--- config.mk ---
export PLATFORM = sky130hd
export DESIGN_NAME = pipeline_ctrl
export DESIGN_NICKNAME = d
export VERILOG_FILES = /design/src/rtl/pipeline_types.sv /design/src/rtl/pipe_occupancy.sv /design/src/rtl/pipeline_ctrl.sv
export SDC_FILE = /design/constraint.sdc
export NUM_CORES = 1
export LEC_CHECK = 0
export ABC_AREA = 1
export ABC_CLOCK_PERIOD_IN_PS = 2400
export BUFFER_PORTS_ARGS = -buffer_cell sky130_fd_sc_hd__clkbuf_2
export CAP_MARGIN = 20
export CELL_PAD_IN_SITES_DETAIL_PLACEMENT = 1
export CELL_PAD_IN_SITES_GLOBAL_PLACEMENT = 2
export CORE_MARGIN = 2
export CORE_UTILIZATION = 21
export DETAILED_ROUTE_END_ITERATION = 8
export PLACE_DENSITY_LB_ADDON = 0.1
export REMOVE_ABC_BUFFERS = 1
export SETUP_SLACK_MARGIN = 0.3
export SLEW_MARGIN = 25
export SYNTH_ARGS = -nofsm -noshare
export SYNTH_HDL_FRONTEND = slang
export SYNTH_SLANG_ARGS = --single-unit
--- constraint.sdc ---
create_clock -name iClk -period 2.4 [get_ports iClk]
set_clock_uncertainty 0.1 [all_clocks]
set_input_delay 0.12 -clock iClk [delete_from_list [all_inputs] [get_ports iClk]]
set_output_delay 0.12 -clock iClk [all_outputs]
set_load 0.01 [all_outputs]
--- src/rtl/pipeline_types.sv ---
// rtl/pipeline_types.sv - shared types and stage indices for the pipeline control unit
package pipeline_types;

  // Debug run-control states
  typedef enum logic [1:0] {
    RUN    = 2'd0,
    DRAIN  = 2'd1,
    HALTED = 2'd2,
    STEP   = 2'd3
  } dbg_state_e;

  // Stage indices, youngest (IF) to oldest (WB)
  localparam int STG_WB  = 4;
  localparam int STG_MEM = STG_WB - 1;
  localparam int STG_EX  = STG_MEM - 1;
  localparam int STG_ID  = STG_EX - 1;
  localparam int STG_IF  = STG_ID - 1;

endpackage

--- src/rtl/pipe_occupancy.sv ---
// rtl/pipe_occupancy.sv - per-stage valid-instruction tracking shift register
module pipe_occupancy #(
  parameter int NSTAGES = 5
) (
  input  logic               iClk,
  input  logic               nRst,
  input  logic [NSTAGES-1:0] iStall,
  input  logic [NSTAGES-1:0] iFlush,
  input  logic               iFetchEn,
  output logic [NSTAGES-1:0] oOcc
);

  logic [NSTAGES-1:0] occ_q;
  logic [NSTAGES-1:0] occ_d;
  logic [NSTAGES-1:0] upstream;

  // Next occupancy: flush clears, stall holds, otherwise take what the younger stage hands over
  always_comb begin
    upstream = {occ_q[NSTAGES-2:0] & ~iStall[NSTAGES-2:0], iFetchEn};
    occ_d    = ~iFlush & ((iStall & occ_q) | (~iStall & upstream));
  end

  // Occupancy register, empty after reset
  always_ff @(posedge iClk or negedge nRst) begin
    if (!nRst) begin
      occ_q <= '0;
    end else begin
      occ_q <= occ_d;
    end
  end

  assign oOcc = occ_q;

endmodule

--- src/rtl/pipeline_ctrl.sv ---
// rtl/pipeline_ctrl.sv - stall/flush/occupancy control with debug halt FSM; PIPE_PERF_EN adds perf counters
module pipeline_ctrl
  import pipeline_types::*;
#(
  parameter int NSTAGES   = STG_WB + 1,
  parameter int LU_STAGE  = STG_ID,
  parameter int DRAIN_MAX = 16
) (
  input  logic               iClk,
  input  logic               nRst,
  input  logic [NSTAGES-1:0] iStallReq,
  input  logic [NSTAGES-1:0] iFlushReq,
  input  logic               iLoadUse,
  input  logic               iDbgHaltReq,
  input  logic               iDbgResumeReq,
  input  logic               iDbgStepReq,
  output logic [NSTAGES-1:0] oStall,
  output logic [NSTAGES-1:0] oFlush,
  output logic [NSTAGES-1:0] oOccupied,
  output logic               oFetchEn,
  output logic               oDbgHalted,
  output logic               oDrainTimeout,
  output logic [31:0]        oPerfStall,
  output logic [31:0]        oPerfFlush
);

  localparam int WDW = $clog2(DRAIN_MAX + 1);

  dbg_state_e         state_q;
  logic [WDW-1:0]     wdog_q;
  logic               halted_q;
  logic               timeout_q;
  logic               step_done_q;

  logic [NSTAGES-1:0] stall;
  logic [NSTAGES-1:0] flush;
  logic [NSTAGES-1:0] flush_acc;
  logic [NSTAGES-1:0] occ;
  logic               drain_expire;

  // Watchdog fires on the last permitted DRAIN cycle if the pipe still holds work
  assign drain_expire = (state_q == DRAIN) && (occ != '0) &&
                        (wdog_q == WDW'(DRAIN_MAX - 1));

  // Raw stall: any older stage stuck, load-use hold of ID and younger, or halted
  always_comb begin
    stall = '0;
    for (int i = 0; i < NSTAGES; i++) begin
      stall[i] = (|(iStallReq >> i)) | (iLoadUse && (i <= LU_STAGE)) |
                 (state_q == HALTED);
    end
  end

  // Flush: accepted requests kill all younger stages; load-use bubble; watchdog kills all
  always_comb begin
    flush_acc = iFlushReq & ~stall;
    flush     = '0;
    for (int j = 0; j < NSTAGES; j++) begin
      flush[j] = |(flush_acc >> (j + 1));
    end
    if (iLoadUse && !stall[LU_STAGE+1]) begin
      flush[LU_STAGE+1] = 1'b1;
    end
    if (drain_expire) begin
      flush = '1;
    end
  end

  assign oFlush   = nRst ? flush : '1;
  assign oStall   = stall & ~oFlush;
  assign oFetchEn = ~stall[STG_IF] &
                    (((state_q == RUN) & ~iDbgHaltReq) |
                     ((state_q == STEP) & ~step_done_q));

  pipe_occupancy #(
    .NSTAGES (NSTAGES)
  ) u_occ (
    .iClk     (iClk),
    .nRst     (nRst),
    .iStall   (oStall),
    .iFlush   (oFlush),
    .iFetchEn (oFetchEn),
    .oOcc     (occ)
  );

  assign oOccupied = occ;

  // Debug run-control FSM with drain watchdog and registered status outputs
  always_ff @(posedge iClk or negedge nRst) begin
    if (!nRst) begin
      state_q     <= RUN;
      wdog_q      <= '0;
      halted_q    <= 1'b0;
      timeout_q   <= 1'b0;
      step_done_q <= 1'b0;
    end else begin
      case (state_q)
        RUN: begin
          if (iDbgHaltReq) begin
            state_q <= DRAIN;
          end
        end
        DRAIN: begin
          if (occ == '0) begin
            state_q  <= HALTED;
            halted_q <= 1'b1;
          end else if (drain_expire) begin
            state_q   <= HALTED;
            halted_q  <= 1'b1;
            timeout_q <= 1'b1;
          end else begin
            wdog_q <= wdog_q + 1'b1;
          end
        end
        HALTED: begin
          if (iDbgResumeReq) begin
            state_q   <= RUN;
            halted_q  <= 1'b0;
            timeout_q <= 1'b0;
            wdog_q    <= '0;
          end else if (iDbgStepReq) begin
            state_q     <= STEP;
            halted_q    <= 1'b0;
            timeout_q   <= 1'b0;
            wdog_q      <= '0;
            step_done_q <= 1'b0;
          end
        end
        STEP: begin
          if (oFetchEn) begin
            step_done_q <= 1'b1;
            state_q     <= DRAIN;
          end
        end
        default: state_q <= RUN;
      endcase
    end
  end

  assign oDbgHalted    = halted_q;
  assign oDrainTimeout = timeout_q;

`ifdef PIPE_PERF_EN
  logic [31:0] perf_stall_q;
  logic [31:0] perf_flush_q;

  // Free-running wrap-around counters of RUN-state IF stalls and accepted flush requests
  always_ff @(posedge iClk or negedge nRst) begin
    if (!nRst) begin
      perf_stall_q <= '0;
      perf_flush_q <= '0;
    end else begin
      if ((state_q == RUN) && oStall[STG_IF]) begin
        perf_stall_q <= perf_stall_q + 32'd1;
      end
      if (|flush_acc) begin
        perf_flush_q <= perf_flush_q + 32'd1;
      end
    end
  end

  assign oPerfStall = perf_stall_q;
  assign oPerfFlush = perf_flush_q;
`else
  assign oPerfStall = '0;
  assign oPerfFlush = '0;
`endif

endmodule

Yosys cells after proc, flatten, opt, wreduce, memory -nomap -nowiden
Index checks and enable logic that the tools add are counted.
- $add $sub $neg: 1
- bitwise gates (word level): 25
- reductions and logical operators: 21
- mux-type cells: 25
- eq/ne operators: 13
- operators with widths (cell ; count):
    $mux 5 ; 6
    $and 5x5->5 ; 5
    $reduce_and 4->1 ; 4
    $not 5->5 ; 3
    $mux 2 ; 6
    $ne 2x2->1 const B ; 6
    $pmux 5 s2 ; 1
    $mux 1 ; 8
    $or 1x1->1 ; 8
    $pmux 2 s4 ; 1
    $reduce_or 4->1 ; 2
    $pmux 1 s2 ; 3
    $reduce_or 3->1 ; 2
    $add 5x1->5 const B ; 1
    $eq 5x4->1 const B ; 1
    $logic_not 5->1 ; 1
    $or 5x5->5 ; 1
    $reduce_bool 5->1 ; 1
    $reduce_or 5->1 ; 1
    $and 4x4->4 ; 1
    $eq 2x2->1 const B ; 2
    $not 4->4 ; 1
    $reduce_bool 2->1 ; 2
    $reduce_or 2->1 ; 2
    other kinds (10) ; 16
- register bits after elaboration: 15
- input bits: 16
- logic and storage cells: 91
- output and inout port bits: 82

Longest topological paths before layout
- depth after elaboration: 16
- mapped depth: 12
- depth with buffers taken out: 12

Cells and area by module
From an unflattened synthesis, not the netlist that was laid out.
- cells, all modules: 220
- area total of the unflattened synthesis: 1557.7 µm²
- modules (own cells, without submodules) (module ; instances ; seq. area each (µm²) ; cells an instance ; area an instance (µm²)):
    pipeline_ctrl ; 1 ; 250.2 ; 184 ; 1310.0
    pipe_occupancy ; 1 ; 125.1 ; 36 ; 247.7

Worst setup path before layout
No wires, ideal clock.
- path kind: reg-to-reg
- from: register wdog_q[0]
- to: register u_occ.occ_q[4], in the netlist u_occ.oOcc[4]
- library setup time: 127 ps
- data required time: 2173 ps
- clock period less this slack: 1786 ps
- arrival: 1559 ps
- buffers on the path: 0
- stages on the path, launching flop included: 11
- setup slack: 614 ps
- cells stage by stage: dfrtp_1 -> ha_1 -> nand2_1 -> nor2_1 -> ha_1 -> nand3_2 -> nand2_4 -> inv_1 -> nand2_1 -> nor2_2 -> o21ai_0
- elaborated cells on any way between the ends: 13
- those cells by class: eq/ne: 1; mux: 2; bitwise: 9; reduce/logical: 1
- RTL lines (element ; RTL line ; text):
    from (decl) ; pipeline_ctrl.sv:30 ; logic [WDW-1:0] wdog_q;
    from (signal assigned) ; pipeline_ctrl.sv:112 ; wdog_q <= wdog_q + 1'b1;
    $eq 5x4->1 * ; pipeline_ctrl.sv:43 ; (wdog_q == WDW'(DRAIN_MAX - 1));
    $logic_and 1x1->1 * ; pipeline_ctrl.sv:42 ; assign drain_expire = (state_q == DRAIN) && (occ != '0) &&
    $mux 5 * ; pipeline_ctrl.sv:64 ; if (drain_expire) begin
    $mux 5 * ; pipeline_ctrl.sv:69 ; assign oFlush = nRst ? flush : '1;
    net oFlush[4] ; pipeline_ctrl.sv:18 ; output logic [NSTAGES-1:0] oFlush,
    $not 5->5 * ; pipe_occupancy.sv:20, pipeline_ctrl.sv:70 ;
    $and 5x5->5 ; pipeline_ctrl.sv:70 ; assign oStall = stall & ~oFlush;
    $not 5->5 ; pipe_occupancy.sv:20 ; occ_d = ~iFlush & ((iStall & occ_q) | (~iStall & upstream));
    $and 5x5->5 ; pipe_occupancy.sv:20 ;
    $or 5x5->5 ; pipe_occupancy.sv:20 ;
    $and 5x5->5 * ; pipe_occupancy.sv:20 ;
    net u_occ.occ_d[4] ; pipe_occupancy.sv:14 ; logic [NSTAGES-1:0] occ_d;
    to (signal assigned) ; pipe_occupancy.sv:26 ; occ_q <= '0;
    to (signal assigned) ; pipe_occupancy.sv:28 ; occ_q <= occ_d;
    to (decl) ; pipe_occupancy.sv:13 ; logic [NSTAGES-1:0] occ_q;
Mark *: on every way through the listed nets, which the timed path passes. The rest lies on a longest branch.
A chain may end at the register's enable or synchronous reset.

Worst setup path after layout
- from: register wdog_q[1]
- to: output port oFlush[1]
- cells in the longest elaborated chain, start to end: 4
- RTL lines (element ; RTL line):
    $eq 5x4->1 ; pipeline_ctrl.sv:43
    $logic_and 1x1->1 ; pipeline_ctrl.sv:42
    $mux 5 ; pipeline_ctrl.sv:64
    $mux 5 ; pipeline_ctrl.sv:69
    to (decl) ; pipeline_ctrl.sv:18
No other way between the ends.

==> results.md <==
* Area added between synthesis and finish at 15.7%
* Crit Path Class: reg2out
* RePlAce Congestion at 0.657
* Root Driver: clkbuf_8
* Initial Util at 0.216
* Synth Register Bits at 15
* Clk_lat worst skew at 260 ps
* Post-DP HPWL at 2960 µm
* Power density cells at 684 nW/µm²
* Fin area at 1790 µm²
* Crit-path max cell delay at 380 ps
* Syn. warnings at 0
* Bufs and invs on worst path at 3
* Clk buf depth at 2
* P_leak at 0.000989 µW
* Worst IR Drop VDD at 0.206 mV
* Filler Cell Count at 923
* Slew Viols, Final at 0
* TritonCTS clock tree: built
* RSZ-0062 raised after global routing: yes
* Die area at 8070 µm²
* Register area at 377 µm²
* Asr flop ratio synth at 1.00
* Ant. Diodes at 0
* First-pass GRT wire length at 5420 µm
* Most frequent cells after synthesis: buf_4 (64), nand2_1 (34), inv_1 (25)
* CP required at 2180 ps
* GRT overflow at 0
* Post-synth top area share at 0.311
* CP cell instances: ha_2 > nand2_2 > nor2_1 > ha_2 > nand3_4 > nand2_4 > nor2_4 > buf_4 > inv_1 > clkbuf_2
* Crit path DAT at 1780 ps
* Total track usage at 0.0837
* Layout cells sized above 1 at 0.310
* Max Cap Viol at 0
* DRT antenna net count at 0
* Final nets at 278
* Clock Pin Slew Worst Setup and Hold Paths at 70 ps
* Setup TNS at 0 ps
* Die X at 89.8 µm
* Clock sinks at 15
* Synth cell types at 26
* Minimum clock period at 2000 ps
* Initial antenna violation count at 0
* Outcome: finished, final reports clean
* Top-level port count at 98
* Area of the multi-input gates at 873 µm²
* Dpl cell area at 1600 µm²
* Top_reg_cell synth: dfrtp_1
* Htree depth at 1
* Mapped Cells at 207
* EDFF count, synth at 0
* Die Y at 89.8 µm
* Routed length per instance at 9.88 µm
* Seq/Total Area, Yosys at 0.243
* Vias at 1,200
* CP Capture Type: output port
* Crit path max-delay family: simple AND/OR/NAND/NOR gates
* Area contributors post-synth: buf_4 (31%), dfrtp_1 (24%), nand2_1 (8.3%), inv_1 (6.1%), ha_1 (4.9%)
* Drt pass-1 iters at 2
* # DRC at 0
* Synth Cell Area at 1550 µm²
* Drt via density at 3.39
* Largest net degree at the start of global routing at 14
* Syn Area/Cell at 7.47 µm²
* Leading area contributor after synthesis: buf_4
* Final Setup Violations at 0
* FMAX at 501 MHz
* Num CTS Buffers at 3
* Hold Crit Class: in2reg
* Final period util at 0.832
* Most used cell, CP: ha_2
* Row count at 31
* Hold Fails Final Rpt at 0
* Total detailed-routing wirelength at 3500 µm
* Flop-to-flop setup slack at 500 ps
* Critical Path Source Type: flip-flop
* Worst Path Max Fanout at 4
* Count leader, synth: buf_4
* Number of port buffers at 32
* 1st-iter DRT viols at 24
* Number of global-route vias before repair at 1,107
* CORE AREA at 7180 µm²
* Critical path's slowest cell: dfrtp_1
* Fin util at 0.249
[placed cells by master (no fill, tap or decap), drive strengths merged, types with 3 or more instances in the layout]
cell	count
buf	14
nand2	39
o21ai	7
clkbuf	34
nand3b	3
ha	6
nor2	15
a21oi	5
conb	64
inv	27
nand4	3
dfrtp	15
nand3	15
[kinds of logic after synthesis]
family,Yosys count,synth area share
buf+inv,91,0.376
simple gates,78,0.273
compound gates,16,0.0574
flops,15,0.243
fa+ha+maj,6,0.0485
other cells,1,0.00242
[timing repair]
| action | 4_1_cts | 5_1_grt |
|---|---|---|
| setup buffers | 6 | 4 |
| hold endpoints to repair | 15 | 0 |
| resized for setup | 5 | 14 |
| pin swaps | 3 | 8 |
| hold buffers | 1 | 0 |
| setup endpoints to repair | 7 | 8 |
[routing by layer]
layer	wire length [µm]	vias to the layer above	GRT usage
met3	279	3	0.0268
met2	1650	52	0.133
met4	30	0	0.0192
met5	0	-	0
met1	1530	530	0.111
li1	-	615	-
[through the flow]
stage	total power [µW]	setup slack (ps)	hold slack, ps	instances
global placement	938	385	-124	339
CTS	1220	296	87.1	350
floorplan	774	614	-276	206
global route	1350	256	106	354
finish	1220	403	64.3	354
detailed placement	940	397	-127	339
[worst paths after layout]
check	from	end	cells after the start
setup / recovery	wdog_q[1]	oFlush[1]	10
hold / removal	iFlushReq[1]	u_occ.oOcc[0]	4
setup reg to reg	state_q[1]	state_q[0]	10
hold reg to reg	step_done_q	step_done_q	2
max in group asynchronous	nRst	state_q[1]	3
min in group asynchronous	nRst	oDrainTimeout	2
[power by group]
part	internal [µW]	switching [µW]
clock network	118	101
logic	245	389
registers	321	50.4
[flip-flops by register name, summed over array words and instances (netlist names)]
register       flops
u_occ.oOcc         5
wdog_q             5
state_q            2
oDbgHalted         1
oDrainTimeout      1
step_done_q        1
[area by class of cell]
type                    instances  area share
multi-input cells             164       0.488
well taps                      99      0.0692
clock buffers                   4      0.0252
flip-flops and latches         15       0.210
inverters                      27      0.0580
repair buffers                 45       0.149
[worst reg2reg max path, delay by kind of cell (launching register included)]
family,cells,cell delay [ps]
adders and majority gates,1,190
buffers and inverters,1,160
DFF,1,440
and+or+nand+nor,8,900
Note: power is estimated with default switching activity, not from simulation.
